===== src/rtl/instruction_encoder_loader.sv =====
// Packs decoded DLX instruction fields into 32-bit words, buffers them in a small FIFO and
// streams them to instruction memory at auto-incrementing byte addresses.
module instruction_encoder_loader #(
  parameter int unsigned INSTRUCTION_WIDTH = 32,
  parameter int unsigned OPCODE_WIDTH      = 6,
  parameter int unsigned FUNCTION_WIDTH    = 6,
  parameter int unsigned REG_ADDR_WIDTH    = 5,
  parameter int unsigned IMEDIATE_WIDTH    = 16,
  parameter int unsigned PC_OFFSET_WIDTH   = 26,
  parameter int unsigned ADDR_WIDTH        = 32,
  parameter int unsigned FIFO_DEPTH        = 4
) (
  input  logic                         clk,
  input  logic                         rst_n,
  input  logic                         start_in,
  input  logic [ADDR_WIDTH-1:0]        start_addr_in,
  input  logic                         end_in,
  input  logic                         enc_valid_in,
  output logic                         enc_ready_out,
  input  logic [1:0]                   fmt_in,
  input  logic [OPCODE_WIDTH-1:0]      opcode_in,
  input  logic [REG_ADDR_WIDTH-1:0]    rs1_in,
  input  logic [REG_ADDR_WIDTH-1:0]    rs2_in,
  input  logic [REG_ADDR_WIDTH-1:0]    rd_in,
  input  logic [FUNCTION_WIDTH-1:0]    function_in,
  input  logic [IMEDIATE_WIDTH-1:0]    immediate_in,
  input  logic [PC_OFFSET_WIDTH-1:0]   pc_offset_in,
  output logic                         imem_wr_en_out,
  output logic [ADDR_WIDTH-1:0]        imem_addr_out,
  output logic [INSTRUCTION_WIDTH-1:0] imem_data_out,
  input  logic                         imem_wr_ack_in,
  output logic                         busy_out,
  output logic                         done_out,
  output logic                         err_out,
  output logic [15:0]                  word_count_out
);

  localparam int unsigned PtrW   = $clog2(FIFO_DEPTH);
  localparam int unsigned OpMsb  = INSTRUCTION_WIDTH - 1;
  localparam int unsigned Rs1Msb = OpMsb - OPCODE_WIDTH;
  localparam int unsigned Rs2Msb = Rs1Msb - REG_ADDR_WIDTH;
  localparam int unsigned RdRMsb = Rs2Msb - REG_ADDR_WIDTH;

  localparam logic [PtrW:0] FillFull = (PtrW + 1)'(FIFO_DEPTH);
  localparam logic [1:0]    FmtR     = 2'd0;
  localparam logic [1:0]    FmtI     = 2'd1;
  localparam logic [1:0]    FmtJ     = 2'd2;

  typedef enum logic [1:0] {StIdle, StRun, StDrain, StDone} state_e;

  state_e                      state_q, state_d;
  logic [ADDR_WIDTH-1:0]       addr_q, addr_d;
  logic [15:0]                 count_q, count_d;
  logic                        err_q, err_d;
  logic [PtrW-1:0]             wr_ptr_q, wr_ptr_d;
  logic [PtrW-1:0]             rd_ptr_q, rd_ptr_d;
  logic [PtrW:0]               fill_q, fill_d;
  logic [INSTRUCTION_WIDTH-1:0] mem [FIFO_DEPTH];

  logic [INSTRUCTION_WIDTH-1:0] enc_word;
  logic                         enc_illegal;
  logic                         fifo_empty, fifo_full, active, push, pop;

  // Field packing; an illegal format becomes an all-zero NOP word.
  always_comb begin
    enc_word    = '0;
    enc_illegal = 1'b0;
    case (fmt_in)
      FmtR: begin
        enc_word[OpMsb -: OPCODE_WIDTH]      = opcode_in;
        enc_word[Rs1Msb -: REG_ADDR_WIDTH]   = rs1_in;
        enc_word[Rs2Msb -: REG_ADDR_WIDTH]   = rs2_in;
        enc_word[RdRMsb -: REG_ADDR_WIDTH]   = rd_in;
        enc_word[FUNCTION_WIDTH-1:0]         = function_in;
      end
      FmtI: begin
        enc_word[OpMsb -: OPCODE_WIDTH]      = opcode_in;
        enc_word[Rs1Msb -: REG_ADDR_WIDTH]   = rs1_in;
        enc_word[Rs2Msb -: REG_ADDR_WIDTH]   = rd_in;
        enc_word[IMEDIATE_WIDTH-1:0]         = immediate_in;
      end
      FmtJ: begin
        enc_word[OpMsb -: OPCODE_WIDTH]      = opcode_in;
        enc_word[PC_OFFSET_WIDTH-1:0]        = pc_offset_in;
      end
      default: enc_illegal = 1'b1;
    endcase
  end

  assign active     = (state_q == StRun) || (state_q == StDrain);
  assign fifo_empty = (fill_q == '0);
  assign fifo_full  = (fill_q == FillFull);

  assign enc_ready_out  = (state_q == StRun) && !fifo_full;
  assign push           = enc_valid_in && enc_ready_out;
  assign imem_wr_en_out = active && !fifo_empty;
  assign pop            = imem_wr_en_out && imem_wr_ack_in;

  // Data is masked while idle so every output reads zero out of reset.
  assign imem_data_out  = imem_wr_en_out ? mem[rd_ptr_q] : '0;
  assign imem_addr_out  = addr_q;
  assign busy_out       = (state_q != StIdle);
  assign done_out       = (state_q == StDone);
  assign err_out        = err_q;
  assign word_count_out = count_q;

  always_comb begin
    state_d  = state_q;
    addr_d   = addr_q;
    count_d  = count_q;
    err_d    = err_q;
    wr_ptr_d = wr_ptr_q;
    rd_ptr_d = rd_ptr_q;

    if (push) begin
      wr_ptr_d = wr_ptr_q + PtrW'(1);
      if (enc_illegal) begin
        err_d = 1'b1;
      end
    end

    if (pop) begin
      rd_ptr_d = rd_ptr_q + PtrW'(1);
      addr_d   = addr_q + ADDR_WIDTH'(4);
      if (count_q != 16'hFFFF) begin
        count_d = count_q + 16'd1;
      end
    end

    fill_d = fill_q + {{PtrW{1'b0}}, push} - {{PtrW{1'b0}}, pop};

    unique case (state_q)
      StIdle: begin
        if (start_in) begin
          state_d = StRun;
          addr_d  = start_addr_in & ~ADDR_WIDTH'(3);
          count_d = '0;
          err_d   = 1'b0;
        end
      end
      StRun: begin
        if (end_in) begin
          state_d = StDrain;
        end
      end
      // An empty FIFO means the last head has been acknowledged.
      StDrain: begin
        if (fifo_empty) begin
          state_d = StDone;
        end
      end
      StDone:  state_d = StIdle;
      default: state_d = StIdle;
    endcase
  end

  always_ff @(posedge clk or negedge rst_n) begin
    if (!rst_n) begin
      state_q  <= StIdle;
      addr_q   <= '0;
      count_q  <= '0;
      err_q    <= 1'b0;
      wr_ptr_q <= '0;
      rd_ptr_q <= '0;
      fill_q   <= '0;
    end else begin
      state_q  <= state_d;
      addr_q   <= addr_d;
      count_q  <= count_d;
      err_q    <= err_d;
      wr_ptr_q <= wr_ptr_d;
      rd_ptr_q <= rd_ptr_d;
      fill_q   <= fill_d;
    end
  end

  // Storage needs no reset; occupancy is tracked by the pointers.
  always_ff @(posedge clk) begin
    if (push) begin
      mem[wr_ptr_q] <= enc_word;
    end
  end

endmodule


===== config.mk =====
export PLATFORM = sky130hd
export DESIGN_NAME = instruction_encoder_loader
export DESIGN_NICKNAME = d
export VERILOG_FILES = /design/src/rtl/instruction_encoder_loader.sv
export SDC_FILE = /design/constraint.sdc
export NUM_CORES = 1
export LEC_CHECK = 0
export CAP_MARGIN = 0
export CORE_ASPECT_RATIO = 0.9
export CORE_MARGIN = 3
export CORE_UTILIZATION = 55
export DETAILED_ROUTE_END_ITERATION = 16
export GPL_ROUTABILITY_DRIVEN = 0
export PLACE_DENSITY = 0.86
export SLEW_MARGIN = 10
export SYNTH_ARGS = -nofsm -noshare
export SYNTH_HDL_FRONTEND = slang
export SYNTH_SLANG_ARGS = --single-unit

===== constraint.sdc =====
create_clock -name clk -period 4.7 [get_ports clk]
set_input_delay 0.47 -clock clk [delete_from_list [all_inputs] [get_ports clk]]
set_output_delay 0.47 -clock clk [all_outputs]
set_load 0.02 [all_outputs]

==> out/metrics.cfg <==
[outcome]
status = finished, final reports clean

[layout]
area_delta_synth_final_pct = 30.6
antennaDiodeCount = 0
final_nets = 967
drive_above_1_share_pct = 10.4
finalInstanceArea_mm2 = 0.0114
final_common_cell = clkdlybuf4s50_1
final_cell_mix = clkdlybuf4s50_1, edfxtp_1, dfrtp_1, nor2_1, nand2_1
final_util_pct = 73.5
fillers = 944

[detailed_routing]
remaining_drc_errors = 0
wl_um = 21600
vias_per_cell = 6.24
antenna_left = 0
drt_first_pass_iters = 6
vias = 6581
drtIter0Drc = 678
wl_per_cell_um = 20.5

[floorplanning]
dieWidth_um = 139
die-area_mm2 = 0.0174
die_height_um = 125
pin_count = 194
initial_core_util_pct = 56.3
core_area_mm2 = 0.0155
fp-row-count = 43

[critical_path]
rrSetupSlack_ps = 1810
critPathLaunchType = flop
slowest_delay_ps = 980
worstSetupEndpointType = output port
arrival_ps = 2960
cp_max_fo = 20
r2r_start = state_q[1]
cp.required_ps = 4230
crit_slowest_cell = dfrtp_1
crit_type = reg -> out
reg2regPathDepth = 8
timing.rr.end = word_count_out[15]
critical_path.cell_chain = buf_4 -> mux4_2 -> nor2b_1 -> clkdlybuf4s50_1

[timing]
tns_ps = 0
finalHoldViolCount = 0
maxSlewViolCount = 0
rsz0062_at_grt = no
worst_pin_slew_ps = 974
slew_headroom_pct = 34.5
fin_crit_ps = 3430
final.period_utilization_pct = 73.0
setup_slack_ps = 1270
final-setup-viol-count = 0
skew_ps = 15.5
fmax_mhz = 291

[logic_synthesis]
ys.warnings.count = 0
synth_top_cell_by_area = edfxtp_1
yosysSeqAreaShare_pct = 60.1
async_flop_share_pct = 30.4
syn_area_per_cell_um2 = 13.2
syn_inst = 662
ys_types = 53
yosys-top-cells-area = edfxtp_1, dfrtp_1, mux4_2, nor2b_1, ha_1
synth_edf_count = 128
synth_ff_type = edfxtp_1
syn_area_mm2 = 0.00872
ys_seq_elements = 184
yosysTopAreaCellShare_pct = 44.1

[pwr]
leakage_nw = 4.01
power_density_mw_per_mm2 = 597
finalPower_w = 0.00680
ir_drop_uv = 386

[place]
place_area_mm2 = 0.0108
pre_cts_ws_ps = 1640
portBuffers = 189
hpwl_um = 14400

[run]
drv_cap = 0

[cts]
clk-insertion-delay-late_ps = 430
cts_sinks = 184
root_buffer = clkbuf_16
clockBufferDepth = 2
cts_setup_buffers = 0
cts_resized = 0
h-tree-depth = 4
cts_tree = yes
cts_buffers = 17
hold_buffers = 0
path_clk_slew_ps = 70

[global_routing]
grt_max_degree = 57
antenna_found_initial = 0
grt_pass1_vias = 6559
overflow = 0
grt_pass1_wl_um = 34700
grt_usage_pct = 24.9

[hold_path]
hp-class = in -> async

[per-stage QoR]
stage | hold WS (ps) | cells
floorplan | 174 | 663
global placement | 511 | 1022
detailed placement | 544 | 1022
CTS | 206 | 1054
global route | 237 | 1054
finish | 188 | 1054
[synthesized netlist by cell type, drive strengths merged (3+ instances only)]
library cell / n
a31oi: 19
o41ai: 3
and3: 5
xor2: 6
nor3: 6
mux2i: 8
a21oi: 11
and2: 12
a211oi: 6
or3: 7
o21ai: 15
dfrtp: 56
nor2: 45
ha: 18
or2: 3
nand4: 18
clkbuf: 32
o31ai: 18
nor4: 8
nor2b: 37
mux4: 32
inv: 22
edfxtp: 128
nand2b: 5
or4: 19
buf: 9
a22oi: 10
nand3: 16
nand2: 43
xnor2: 10
a222oi: 16
[worst max path at each step]
stage / from / slack [ps] / depth (start not counted) / to
floorplan: state_q[1] / 2170 / 5 / mem[0][0]
global placement: rd_ptr_q[0] / 1680 / 4 / imem_data_out[16]
detailed placement: enc_valid_in / 1640 / 4 / mem[1][18]
CTS: rd_ptr_q[0] / 1170 / 4 / imem_data_out[16]
global route: rd_ptr_q[0] / 1070 / 4 / imem_data_out[17]
finish: rd_ptr_q[1] / 1270 / 4 / imem_data_out[16]
[registers in the layout, indices dropped and copies added (netlist names)]
| signal | count |
|---|---|
| rd_ptr_q | 2 |
| word_count_out | 16 |
| imem_addr_out | 30 |
| wr_ptr_q | 2 |
| fill_q | 3 |
| state_q | 2 |
| err_out | 1 |
| mem | 128 |
[where the power goes]
| group | internal [W] | switching (W) |
|---|---|---|
| combinational | 0.00138 | 0.00155 |
| clock | 0.000771 | 0.000687 |
| sequential | 0.00204 | 0.000377 |
| total | 0.00418 | 0.00261 |
[layer usage]
| layer | part of all wire, % | GRT usage (%) | vias up |
|---|---|---|---|
| met1 | 40 | 34.0 | 3246 |
| li1 | - | - | 2915 |
| met2 | 50 | 40.8 | 392 |
| met4 | 1.5 | 6.79 | 0 |
| met5 | 0 | 0 | - |
| met3 | 8.8 | 5.97 | 28 |
[logic make-up (layout without fill, tap and decap cells)]
logic type	count (synthesis)	count (layout)	share of synthesized area, %
AND/OR/NAND/NOR	231	231	14.3
other	1	2	0.0430
XOR/XNOR	16	16	1.61
multiplexers	41	41	9.31
flip-flops	184	184	60.1
adder cells (fa/ha/maj)	19	19	2.81
buffers and inverters	63	252	2.95
AO/OA/AOI/OAI	107	107	8.88
[final cells by class]
type / count / area, µm² / share of cell area [%]
Timing Repair Buffer: 198 / 1950 / 17.2
Sequential cell: 184 / 5250 / 46.1
Clock buffer: 17 / 425 / 3.73
Multi-Input combinational cell: 416 / 3250 / 28.5
Clock inverter: 15 / 184 / 1.61
Inverter: 22 / 82.6 / 0.725
Tap cell: 202 / 253 / 2.22
[critical path, delay by kind of cell (launching register included)]
kind / cells / cell delay (ps)
mux: 1 / 240
simple gates: 1 / 260
buf+inv: 2 / 1050
flops: 1 / 980
No activity file was read; power rests on OpenSTA's default activity.
